`config.mk`:
```
export PLATFORM = sky130hd
export DESIGN_NAME = cv32e40x_dbg_trace_buffer_flat
export DESIGN_NICKNAME = d
export VERILOG_FILES = /design/src/rtl/cv32e40x_dbg_trace_buffer_pkg.sv /design/src/rtl/cv32e40x_dbg_trace_buffer_if.sv /design/src/rtl/cv32e40x_dbg_trace_buffer_mem.sv /design/src/rtl/cv32e40x_dbg_trace_buffer.sv /design/src/flat_wrapper.sv
export SDC_FILE = /design/constraint.sdc
export NUM_CORES = 1
export LEC_CHECK = 0
export CAP_MARGIN = 15
export CORE_MARGIN = 2
export CORE_UTILIZATION = 45
export DETAILED_ROUTE_END_ITERATION = 12
export PLACE_DENSITY = 0.73
export REMOVE_ABC_BUFFERS = 1
export SLEW_MARGIN = 20
export SYNTH_ARGS = -nofsm -noshare
export SYNTH_HDL_FRONTEND = slang
export SYNTH_SLANG_ARGS = --single-unit
```
`constraint.sdc`:
```
create_clock -name clk -period 4 [get_ports clk]
set_clock_uncertainty 0.1 [all_clocks]
set_input_delay 0.4 -clock clk [delete_from_list [all_inputs] [get_ports clk]]
set_output_delay 0.4 -clock clk [all_outputs]
set_load 0.005 [all_outputs]
```
`src/rtl/cv32e40x_dbg_trace_buffer_pkg.sv`:
```
// Shared types for the debug trace buffer: entry layout and FSM states.
// Entry gains a timestamp field when CV32E40X_DBG_TRACE_TIMESTAMP_EN is defined.
package cv32e40x_pkg;

    localparam int DBG_TRACE_NRP = 2;

    typedef logic [4:0] rf_addr_t;

    typedef enum logic [6:0] {
        OPCODE_LOAD   = 7'h03,
        OPCODE_OPIMM  = 7'h13,
        OPCODE_AUIPC  = 7'h17,
        OPCODE_STORE  = 7'h23,
        OPCODE_OP     = 7'h33,
        OPCODE_LUI    = 7'h37,
        OPCODE_BRANCH = 7'h63,
        OPCODE_JALR   = 7'h67,
        OPCODE_JAL    = 7'h6f,
        OPCODE_SYSTEM = 7'h73
    } opcode_e;

    typedef enum logic [1:0] {
        RECORD = 2'd0,
        POST   = 2'd1,
        FROZEN = 2'd2
    } dbg_trace_state_e;

    typedef struct packed {
`ifdef CV32E40X_DBG_TRACE_TIMESTAMP_EN
        logic [31:0]                   timestamp;
`endif
        logic [31:0]                   instr;
        logic                          is_compressed;
        opcode_e                       opcode;
        logic [DBG_TRACE_NRP-1:0]      rf_re;
        rf_addr_t [DBG_TRACE_NRP-1:0]  rf_raddr;
        logic                          rf_we;
        rf_addr_t                      rf_waddr;
        logic                          illegal_insn;
    } dbg_trace_entry_t;

endpackage

```
`src/rtl/cv32e40x_dbg_trace_buffer_if.sv`:
```
// Drain port of the debug trace buffer: valid/ready with entry and last flag.
// master = buffer side, slave = consumer side.
interface cv32e40x_dbg_trace_buffer_if;
    import cv32e40x_pkg::*;

    logic             rd_valid_o;
    logic             rd_ready_i;
    dbg_trace_entry_t rd_entry_o;
    logic             rd_last_o;

    modport master (
        output rd_valid_o,
        output rd_entry_o,
        output rd_last_o,
        input  rd_ready_i
    );

    modport slave (
        input  rd_valid_o,
        input  rd_entry_o,
        input  rd_last_o,
        output rd_ready_i
    );

endinterface

```
`src/rtl/cv32e40x_dbg_trace_buffer_mem.sv`:
```
// Trace storage: DEPTH x entry flop array, one write port, one async read port.
// Contents are deliberately not reset.
module cv32e40x_dbg_trace_buffer_mem
    import cv32e40x_pkg::*;
#(
    parameter int DEPTH = 16,
    parameter int AW    = $clog2(DEPTH)
) (
    input  logic             clk,
    input  logic             we,
    input  logic [AW-1:0]    waddr,
    input  dbg_trace_entry_t wdata,
    input  logic [AW-1:0]    raddr,
    output dbg_trace_entry_t rdata
);

    dbg_trace_entry_t mem_q [DEPTH];

    // Write the captured entry into its slot.
    always_ff @(posedge clk) begin
        if (we) begin
            mem_q[waddr] <= wdata;
        end
    end

    assign rdata = mem_q[raddr];

endmodule

```
`src/rtl/cv32e40x_dbg_trace_buffer.sv`:
```
// Circular ID-stage trace history, frozen on illegal insn or external request.
// Optional timestamp via CV32E40X_DBG_TRACE_TIMESTAMP_EN.
module cv32e40x_dbg_trace_buffer
    import cv32e40x_pkg::*;
#(
    parameter int REGFILE_NUM_READ_PORTS = DBG_TRACE_NRP,
    parameter int DEPTH                  = 16,
    parameter int POST_TRIG              = 4
) (
    input  logic                              clk,
    input  logic                              rst_n,
    input  logic                              capture_valid_i,
    input  logic [31:0]                       instr_i,
    input  logic                              is_compressed_i,
    input  logic [REGFILE_NUM_READ_PORTS-1:0] rf_re_i,
    input  rf_addr_t                          rf_raddr_i [REGFILE_NUM_READ_PORTS],
    input  logic                              rf_we_i,
    input  rf_addr_t                          rf_waddr_i,
    input  logic                              illegal_insn_i,
    input  logic                              freeze_i,
    input  logic                              arm_i,
    cv32e40x_dbg_trace_buffer_if.master       rd,
    output logic                              frozen_o,
    output logic [$clog2(DEPTH):0]            count_o,
    output logic                              overflow_o
);

    localparam int AW = $clog2(DEPTH);
    localparam int CW = AW + 1;
    localparam logic [CW-1:0] FULL     = CW'(DEPTH);
    localparam logic [CW-1:0] POST_CNT = CW'(POST_TRIG);

    dbg_trace_state_e state_q, state_d;
    logic [AW-1:0]    wptr_q, wptr_d;
    logic [CW-1:0]    count_q, count_d;
    logic [CW-1:0]    post_q, post_d;
    logic             ovf_q, ovf_d;
    logic             we;
    logic             pop;
    logic [AW-1:0]    raddr;
    dbg_trace_entry_t wdata;
    dbg_trace_entry_t rdata;

`ifdef CV32E40X_DBG_TRACE_TIMESTAMP_EN
    logic [31:0] ts_q;

    // Free-running cycle counter sampled into each entry.
    always_ff @(posedge clk or negedge rst_n) begin
        if (!rst_n) begin
            ts_q <= '0;
        end else begin
            ts_q <= ts_q + 32'd1;
        end
    end
`endif

    // Assemble the entry, packing the unpacked read-address array.
    always_comb begin
        wdata               = '0;
        wdata.instr         = instr_i;
        wdata.is_compressed = is_compressed_i;
        wdata.opcode        = opcode_e'(instr_i[6:0]);
        wdata.rf_re         = rf_re_i;
        for (int i = 0; i < REGFILE_NUM_READ_PORTS; i++) begin
            wdata.rf_raddr[i] = rf_raddr_i[i];
        end
        wdata.rf_we         = rf_we_i;
        wdata.rf_waddr      = rf_waddr_i;
        wdata.illegal_insn  = illegal_insn_i;
`ifdef CV32E40X_DBG_TRACE_TIMESTAMP_EN
        wdata.timestamp     = ts_q;
`endif
    end

    assign rd.rd_valid_o = (state_q == FROZEN) && (count_q != '0);
    assign rd.rd_last_o  = rd.rd_valid_o && (count_q == CW'(1));
    assign rd.rd_entry_o = rd.rd_valid_o ? rdata : '0;
    assign pop           = rd.rd_valid_o && rd.rd_ready_i;
    // count==DEPTH truncates to 0, giving wptr itself as the oldest slot.
    assign raddr         = wptr_q - count_q[AW-1:0];

    // Next-state: arm wins; otherwise record/trigger/freeze or drain.
    always_comb begin
        state_d = state_q;
        wptr_d  = wptr_q;
        count_d = count_q;
        post_d  = post_q;
        ovf_d   = ovf_q;
        we      = 1'b0;
        if (arm_i) begin
            state_d = RECORD;
            count_d = '0;
            post_d  = '0;
            ovf_d   = 1'b0;
        end else begin
            unique case (state_q)
                RECORD, POST: begin
                    if (capture_valid_i) begin
                        we     = 1'b1;
                        wptr_d = wptr_q + AW'(1);
                        if (count_q == FULL) begin
                            ovf_d = 1'b1;
                        end else begin
                            count_d = count_q + CW'(1);
                        end
                        if (state_q == RECORD && illegal_insn_i) begin
                            post_d  = POST_CNT;
                            state_d = (POST_TRIG == 0) ? FROZEN : POST;
                        end else if (state_q == POST) begin
                            post_d = post_q - CW'(1);
                            if (post_q == CW'(1)) begin
                                state_d = FROZEN;
                            end
                        end
                    end
                    if (freeze_i) begin
                        state_d = FROZEN;
                    end
                end
                FROZEN: begin
                    if (pop) begin
                        count_d = count_q - CW'(1);
                    end
                end
                default: begin
                    state_d = RECORD;
                end
            endcase
        end
    end

    // Control state registers.
    always_ff @(posedge clk or negedge rst_n) begin
        if (!rst_n) begin
            state_q <= RECORD;
            wptr_q  <= '0;
            count_q <= '0;
            post_q  <= '0;
            ovf_q   <= 1'b0;
        end else begin
            state_q <= state_d;
            wptr_q  <= wptr_d;
            count_q <= count_d;
            post_q  <= post_d;
            ovf_q   <= ovf_d;
        end
    end

    assign frozen_o   = (state_q == FROZEN);
    assign count_o    = count_q;
    assign overflow_o = ovf_q;

    cv32e40x_dbg_trace_buffer_mem #(
        .DEPTH (DEPTH),
        .AW    (AW)
    ) u_mem (
        .clk   (clk),
        .we    (we),
        .waddr (wptr_q),
        .wdata (wdata),
        .raddr (raddr),
        .rdata (rdata)
    );

endmodule

```
`src/flat_wrapper.sv`:
```
// flat-port wrapper written by rule: the top's interface ports become plain ports
module cv32e40x_dbg_trace_buffer_flat import cv32e40x_pkg::*;
#(
    parameter int REGFILE_NUM_READ_PORTS = DBG_TRACE_NRP,
    parameter int DEPTH                  = 16,
    parameter int POST_TRIG              = 4
)
  (clk, rst_n, capture_valid_i, instr_i, is_compressed_i, rf_re_i, rf_raddr_i, rf_we_i, rf_waddr_i, illegal_insn_i, freeze_i, arm_i, frozen_o, count_o, overflow_o, rd_rd_valid_o, rd_rd_entry_o, rd_rd_last_o, rd_rd_ready_i);
  cv32e40x_dbg_trace_buffer_if rd_i ();
  input  logic clk;
  input  logic rst_n;
  input  logic capture_valid_i;
  input  logic [31:0] instr_i;
  input  logic is_compressed_i;
  input  logic [REGFILE_NUM_READ_PORTS-1:0] rf_re_i;
  input  rf_addr_t rf_raddr_i[REGFILE_NUM_READ_PORTS];
  input  logic rf_we_i;
  input  rf_addr_t rf_waddr_i;
  input  logic illegal_insn_i;
  input  logic freeze_i;
  input  logic arm_i;
  output logic frozen_o;
  output logic [$clog2(DEPTH):0] count_o;
  output logic overflow_o;
  output wire logic [$bits(rd_i.rd_valid_o)-1:0] rd_rd_valid_o;
  output wire logic [$bits(rd_i.rd_entry_o)-1:0] rd_rd_entry_o;
  output wire logic [$bits(rd_i.rd_last_o)-1:0] rd_rd_last_o;
  input wire logic [$bits(rd_i.rd_ready_i)-1:0] rd_rd_ready_i;
  assign rd_rd_valid_o = rd_i.rd_valid_o;
  assign rd_rd_entry_o = rd_i.rd_entry_o;
  assign rd_rd_last_o = rd_i.rd_last_o;
  assign rd_i.rd_ready_i = rd_rd_ready_i;
  cv32e40x_dbg_trace_buffer #(.REGFILE_NUM_READ_PORTS(REGFILE_NUM_READ_PORTS), .DEPTH(DEPTH), .POST_TRIG(POST_TRIG)) u_core (.clk(clk), .rst_n(rst_n), .capture_valid_i(capture_valid_i), .instr_i(instr_i), .is_compressed_i(is_compressed_i), .rf_re_i(rf_re_i), .rf_raddr_i(rf_raddr_i), .rf_we_i(rf_we_i), .rf_waddr_i(rf_waddr_i), .illegal_insn_i(illegal_insn_i), .freeze_i(freeze_i), .arm_i(arm_i), .rd(rd_i), .frozen_o(frozen_o), .count_o(count_o), .overflow_o(overflow_o));
endmodule
```
# After elaboration in Yosys (flattened, before gate mapping)
# Memories as Yosys holds them, arrays and structs flattened.
# Cells that the tools add are included.
dict set report word_totals {
  ff_bits 17
  ram_bits 944
  in_bits 58
  out_inout_bits 68
  elab_cells 68
  n_memories 1
}
# name depth word_bits rd rd_clocked_by_memory_dff wr line_no
set mem_list {}
lappend mem_list {u_core.u_mem.mem_q 16 59 1 0 1 cv32e40x_dbg_trace_buffer_mem.sv:17} ;# dbg_trace_entry_t mem_q [DEPTH];
dict set report op_classes {
  add_sub_neg 5
  eq_ne 12
  n_mux 27
  bitwise 1
  n_reduce_logical 17
}
# op count
set ops {}
lappend ops {{$mux 59} 1}
lappend ops {{$mux 5} 9}
lappend ops {{$mux 2} 6}
lappend ops {{$eq 5x1->1 const B} 2}
lappend ops {{$ne 5x3->1 const B} 2}
lappend ops {{$pmux 5 s2} 1}
lappend ops {{$sub 5x1->5 const B} 2}
lappend ops {{$mux 1} 9}
lappend ops {{$reduce_and 3->1} 3}
lappend ops {{$reduce_and 4->1} 2}
lappend ops {{$ne 3x3->1 const B} 2}
lappend ops {{$reduce_bool 2->1} 3}
lappend ops {{$reduce_bool 3->1} 2}
lappend ops {{$add 5x1->5 const B} 1}
lappend ops {{$eq 5x5->1 const B} 1}
lappend ops {{$reduce_bool 5->1} 1}
lappend ops {{$add 4x1->4 const B} 1}
lappend ops {{$logic_and 1x1->1} 4}
lappend ops {{$ne 4x4->1 const B} 1}
lappend ops {{$pmux 2 s2} 1}
lappend ops {{$sub 4x4->4} 1}
lappend ops {{$ne 3x2->1 const B} 1}
lappend ops {{$eq 2x1->1 const B} 1}
lappend ops {{$eq 2x2->1 const B} 1}
lappend ops {{4 further kinds} 4}

# Longest topological paths before layout
dict set report depth {
  word_depth 8
  depth_mapped 11
  mapped_depth_nobuf 7
}

# Cells and area by module
# From an unflattened synthesis, not the netlist that was laid out.
dict set report hier_totals {
  cells_unflattened 1650
  area_unflattened_um2 36804.0
}
# mod n_inst cells_per_inst area_each_um2 seq_area_each_um2
set modules_own_cells {}
lappend modules_own_cells {cv32e40x_dbg_trace_buffer_mem 1 1463 35275.1 28347.2}
lappend modules_own_cells {cv32e40x_dbg_trace_buffer 1 187 1529.0 425.4}

# Worst setup path after synthesis
# Ideal clock, no wire load.
dict set report synth_path {
  path_kind {reg-to-output}
  startpoint {reg u_core.wptr_q[0]}
  endpoint {out rd_rd_entry_o[27]}
  arrival_ps 2511
  slack_ps 989
  stages_incl_launch_ff 12
  path_cell_list {dfrtp_1 > inv_1 > ha_1 > inv_1 > fa_1 > buf_2 > clkbuf_1 > buf_2 > mux4_2 > mux2i_1 > o22ai_1 > buf_4}
}
dict set report synth_via {
  elab_chain_len 3
}
# item line_no
set synth_lines {}
lappend synth_lines {{from (decl)} cv32e40x_dbg_trace_buffer.sv:34} ;# logic [AW-1:0] wptr_q, wptr_d;
lappend synth_lines {{from (signal assigned)} cv32e40x_dbg_trace_buffer.sv:142} ;# wptr_q <= wptr_d;
lappend synth_lines {{$sub 4x4->4} cv32e40x_dbg_trace_buffer.sv:80} ;# assign raddr = wptr_q - count_q[AW-1:0];
lappend synth_lines {{$mem_v2 16x59} --}
lappend synth_lines {{$mux 59} cv32e40x_dbg_trace_buffer.sv:77} ;# assign rd.rd_entry_o = rd.rd_valid_o ? rdata : '0;
lappend synth_lines {{to (decl)} flat_wrapper.sv:26} ;# output wire logic [$bits(rd_i.rd_entry_o)-1:0] rd_rd_entry_o;
# Every way passes these cells.

# Worst setup path after layout
dict set report layout_path {
  startpoint {reg u_core.wptr_q[0]}
  endpoint {out rd_rd_entry_o[39]}
}
# Same word-level chain as after synthesis.

==> run metrics <==
Tcrit/Tclk final=about 100%; Routed Wire Length=73.9 mm; multi-input logic area=7360 sq um; Hold Vio Cnt, Final=0; FF/Latch Area=25,400 sq um; clk_lat worst skew=about 0.63 ns; top post-synthesis cells by area=edfxtp_1 (76%), mux4_2 (14%), mux2i_1 (3.2%), dfrtp_1 (1.3%), o22ai_1 (0.99%); total track usage=about 20%; Pwr Total=0.0297 W; slew margin rel.=45.5%; family with the most delay on the worst path=buffers and inverters; grt total ovfl=0; cell area after synthesis=about 33,000 sq um; first-pass GRT wire length=108 mm; routed vias/inst=5.84; CTS tree=yes; final setup margin=0.0301 ns; count leader, synth=edfxtp_1; share of cells above drive strength 1=32.7%; Die Width=275 um; # rows=99; Async S/R FF share, synth=2.00%; cts bufs inserted=84; top cell types by occurrence after synthesis=edfxtp_1 (832), mux4_2 (208), mux2i_1 (105); Seq/Total Area, Yosys=around 77%; number of I/O port buffers=125; Remaining DRCs=0; antenna fix cells=0; largest net degree at the start of global routing=53; DR WL/cell=27.3 um; Nets=between 1,500 and 2,000; post-route ant nets=0; GP Congestion=0.723; status=finished, final reports clean; CP max FO=5; HP Class=in -> async; type of the worst setup path=reg -> out; Pleak=12.9 nW; Synth Flop Type=edfxtp_1; Worst-Margin Slew=0.815 ns; die area=roughly 75,000 sq um; Worst setup EP type=output port; clock period minus final worst setup slack=3.97 ns; setup violators final=0; Initial Util=45.3%; RSZ-0062 raised after global routing=true; DP HPWL=38.9 mm; Final Util=a little over half; CTS root buffer=clkbuf_16; Die H=275 um; Post-synth EDFFs=832; Distinct cells, synth=about 60; achievable clock frequency=between 200 and 300 MHz; CTS sink count=849; post-route setup TNS=0 ns; pre-CTS setup slack=between 0.2 and 0.25 ns; Seq cells post-synth=849; Yosys warnings=0; dominant cell type by area after synthesis=edfxtp_1; vias in the first global route=16,415; crit path buf inv count=8; Core Area=72,700 sq um; Pwr per Cell Area=750 nW/um^2; Yosys top cell area share=75.8%; MaxCap Viol Count=0; worst ir drop on vdd=~0.00044 V; CP required=around 3.5 ns; htree depth=3; # fillers=5,246; CTS max path bufs=3; Initial DRT Pass Iterations=5; crit path cell chain=inv_2 > ha_4 > inv_2 > fa_4 > buf_12 > buf_16 > buf_12 > clkbuf_16 > buf_4 > mux4_2 > mux2i_1 > o22ai_1 > buf_2; Reg2Reg Setup Slack=1.39 ns; clock slew at reported path FFs=0.06 ns; Post-Syn Instances=approximately 1,400; via count=15,803; critical path's largest stage delay=0.79 ns; initial antenna violation count=2; Final Max Slew Viols=0; syn_area_per_cell=23.2 sq um; DR iter-0 viols=1,577; Area Overhead vs Synth=20.1%; # IOs=about 130; final hold slack=0.140 ns; critical path arrival=around 3.5 ns; CP max-delay cell=fa_4; CP startpoint kind=flip-flop; cts-stage hold buffer count=0
[logic make-up after synthesis]
group | share of synthesized area (%)
AOI/OAI and AO/OA | 1.73
DFF | 77.1
xor gates and xnor gates | 0.182
muxes | 17.5
buffers and inverters | 1.74
adders and majority gates | 0.516
and+or+nand+nor | 1.22
[worst reg2reg max path: stages, from the launching register on]
cell and delay, ns:
dfrtp_1 0.52, nor3b_2 0.49, and3_1 0.31, and2_4 0.51, buf_4 0.35
[registers in the layout, indices dropped and copies added, names as in the netlist]
name / count
u_core.state_q: 2
u_core.wptr_q: 4
u_core.count_o: 5
u_core.post_q: 5
u_core.overflow_o: 1
u_core.u_mem.mem_q: 832
[worst paths after layout]
path,start,endpoint,depth (start not counted)
setup / recovery,u_core.wptr_q[0],rd_rd_entry_o[39],13
hold / removal,rst_n,u_core.post_q[0],1
setup reg to reg,u_core.state_q[1],u_core.u_mem.mem_q[12][11],4
hold reg to reg,u_core.overflow_o,u_core.overflow_o,2
max in group asynchronous,rst_n,u_core.count_o[1],1
min in group clk,freeze_i,u_core.state_q[1],3
[cells in the final DEF, fill, tap and decap left out, drive strengths merged, types with 17 or more instances in the layout]
cell type      count
mux2i            105
dfrtp             17
buf              154
o22ai             52
edfxtp           832
clkdlybuf4s50     66
clkinv            32
clkbuf           120
mux4             208
[routing by layer]
metal | track usage, % | vias to the layer above | wire, um
met1 | 27.2 | 8490 | 30000
li1 | - | 6584 | -
met5 | 0 | - | 23
met2 | 32.2 | 620 | 36900
met3 | 4.43 | 105 | 5520
met4 | 5.49 | 4 | 1480
[power breakdown]
part | switching [W] | leakage (nW) | total (W) | internal (W)
Sequential | 0.000113 | 7.71 | 0.0102 | 0.0101
Clock | 0.00323 | 1.30 | 0.00768 | 0.00445
Combinational | 0.00531 | 3.90 | 0.0118 | 0.00649
[repair_timing]
| action | 4_1_cts | 5_1_grt |
|---|---|---|
| gates resized for setup | 239 | 38 |
| hold endpoints to repair | 0 | 0 |
| pin swaps | 32 | 14 |
| gates cloned | 9 | 1 |
| endpoints found under the setup margin | 59 | 56 |
| setup buffers | 43 | 9 |
[cell type report]
cell class / count / area share, %
Tap cell: 959 / 3.03
Multi-Input combinational cell: 481 / 18.6
Clock buffer: 109 / 5.71
Inverter: 11 / 0.104
Clock inverter: 45 / 1.04
Timing Repair Buffer: 254 / 7.28
Sequential cell: 849 / 64.2
[metrics by stage]
stage          std cells  area (sq um)
2_1_floorplan       1341         32400
3_3_place_gp        2496         35900
3_5_place_dp        2496         35900
4_1_cts             2701         39500
5_1_grt             2708         39600
6_report            2708         39600
Power figures use the tool's default switching activity.
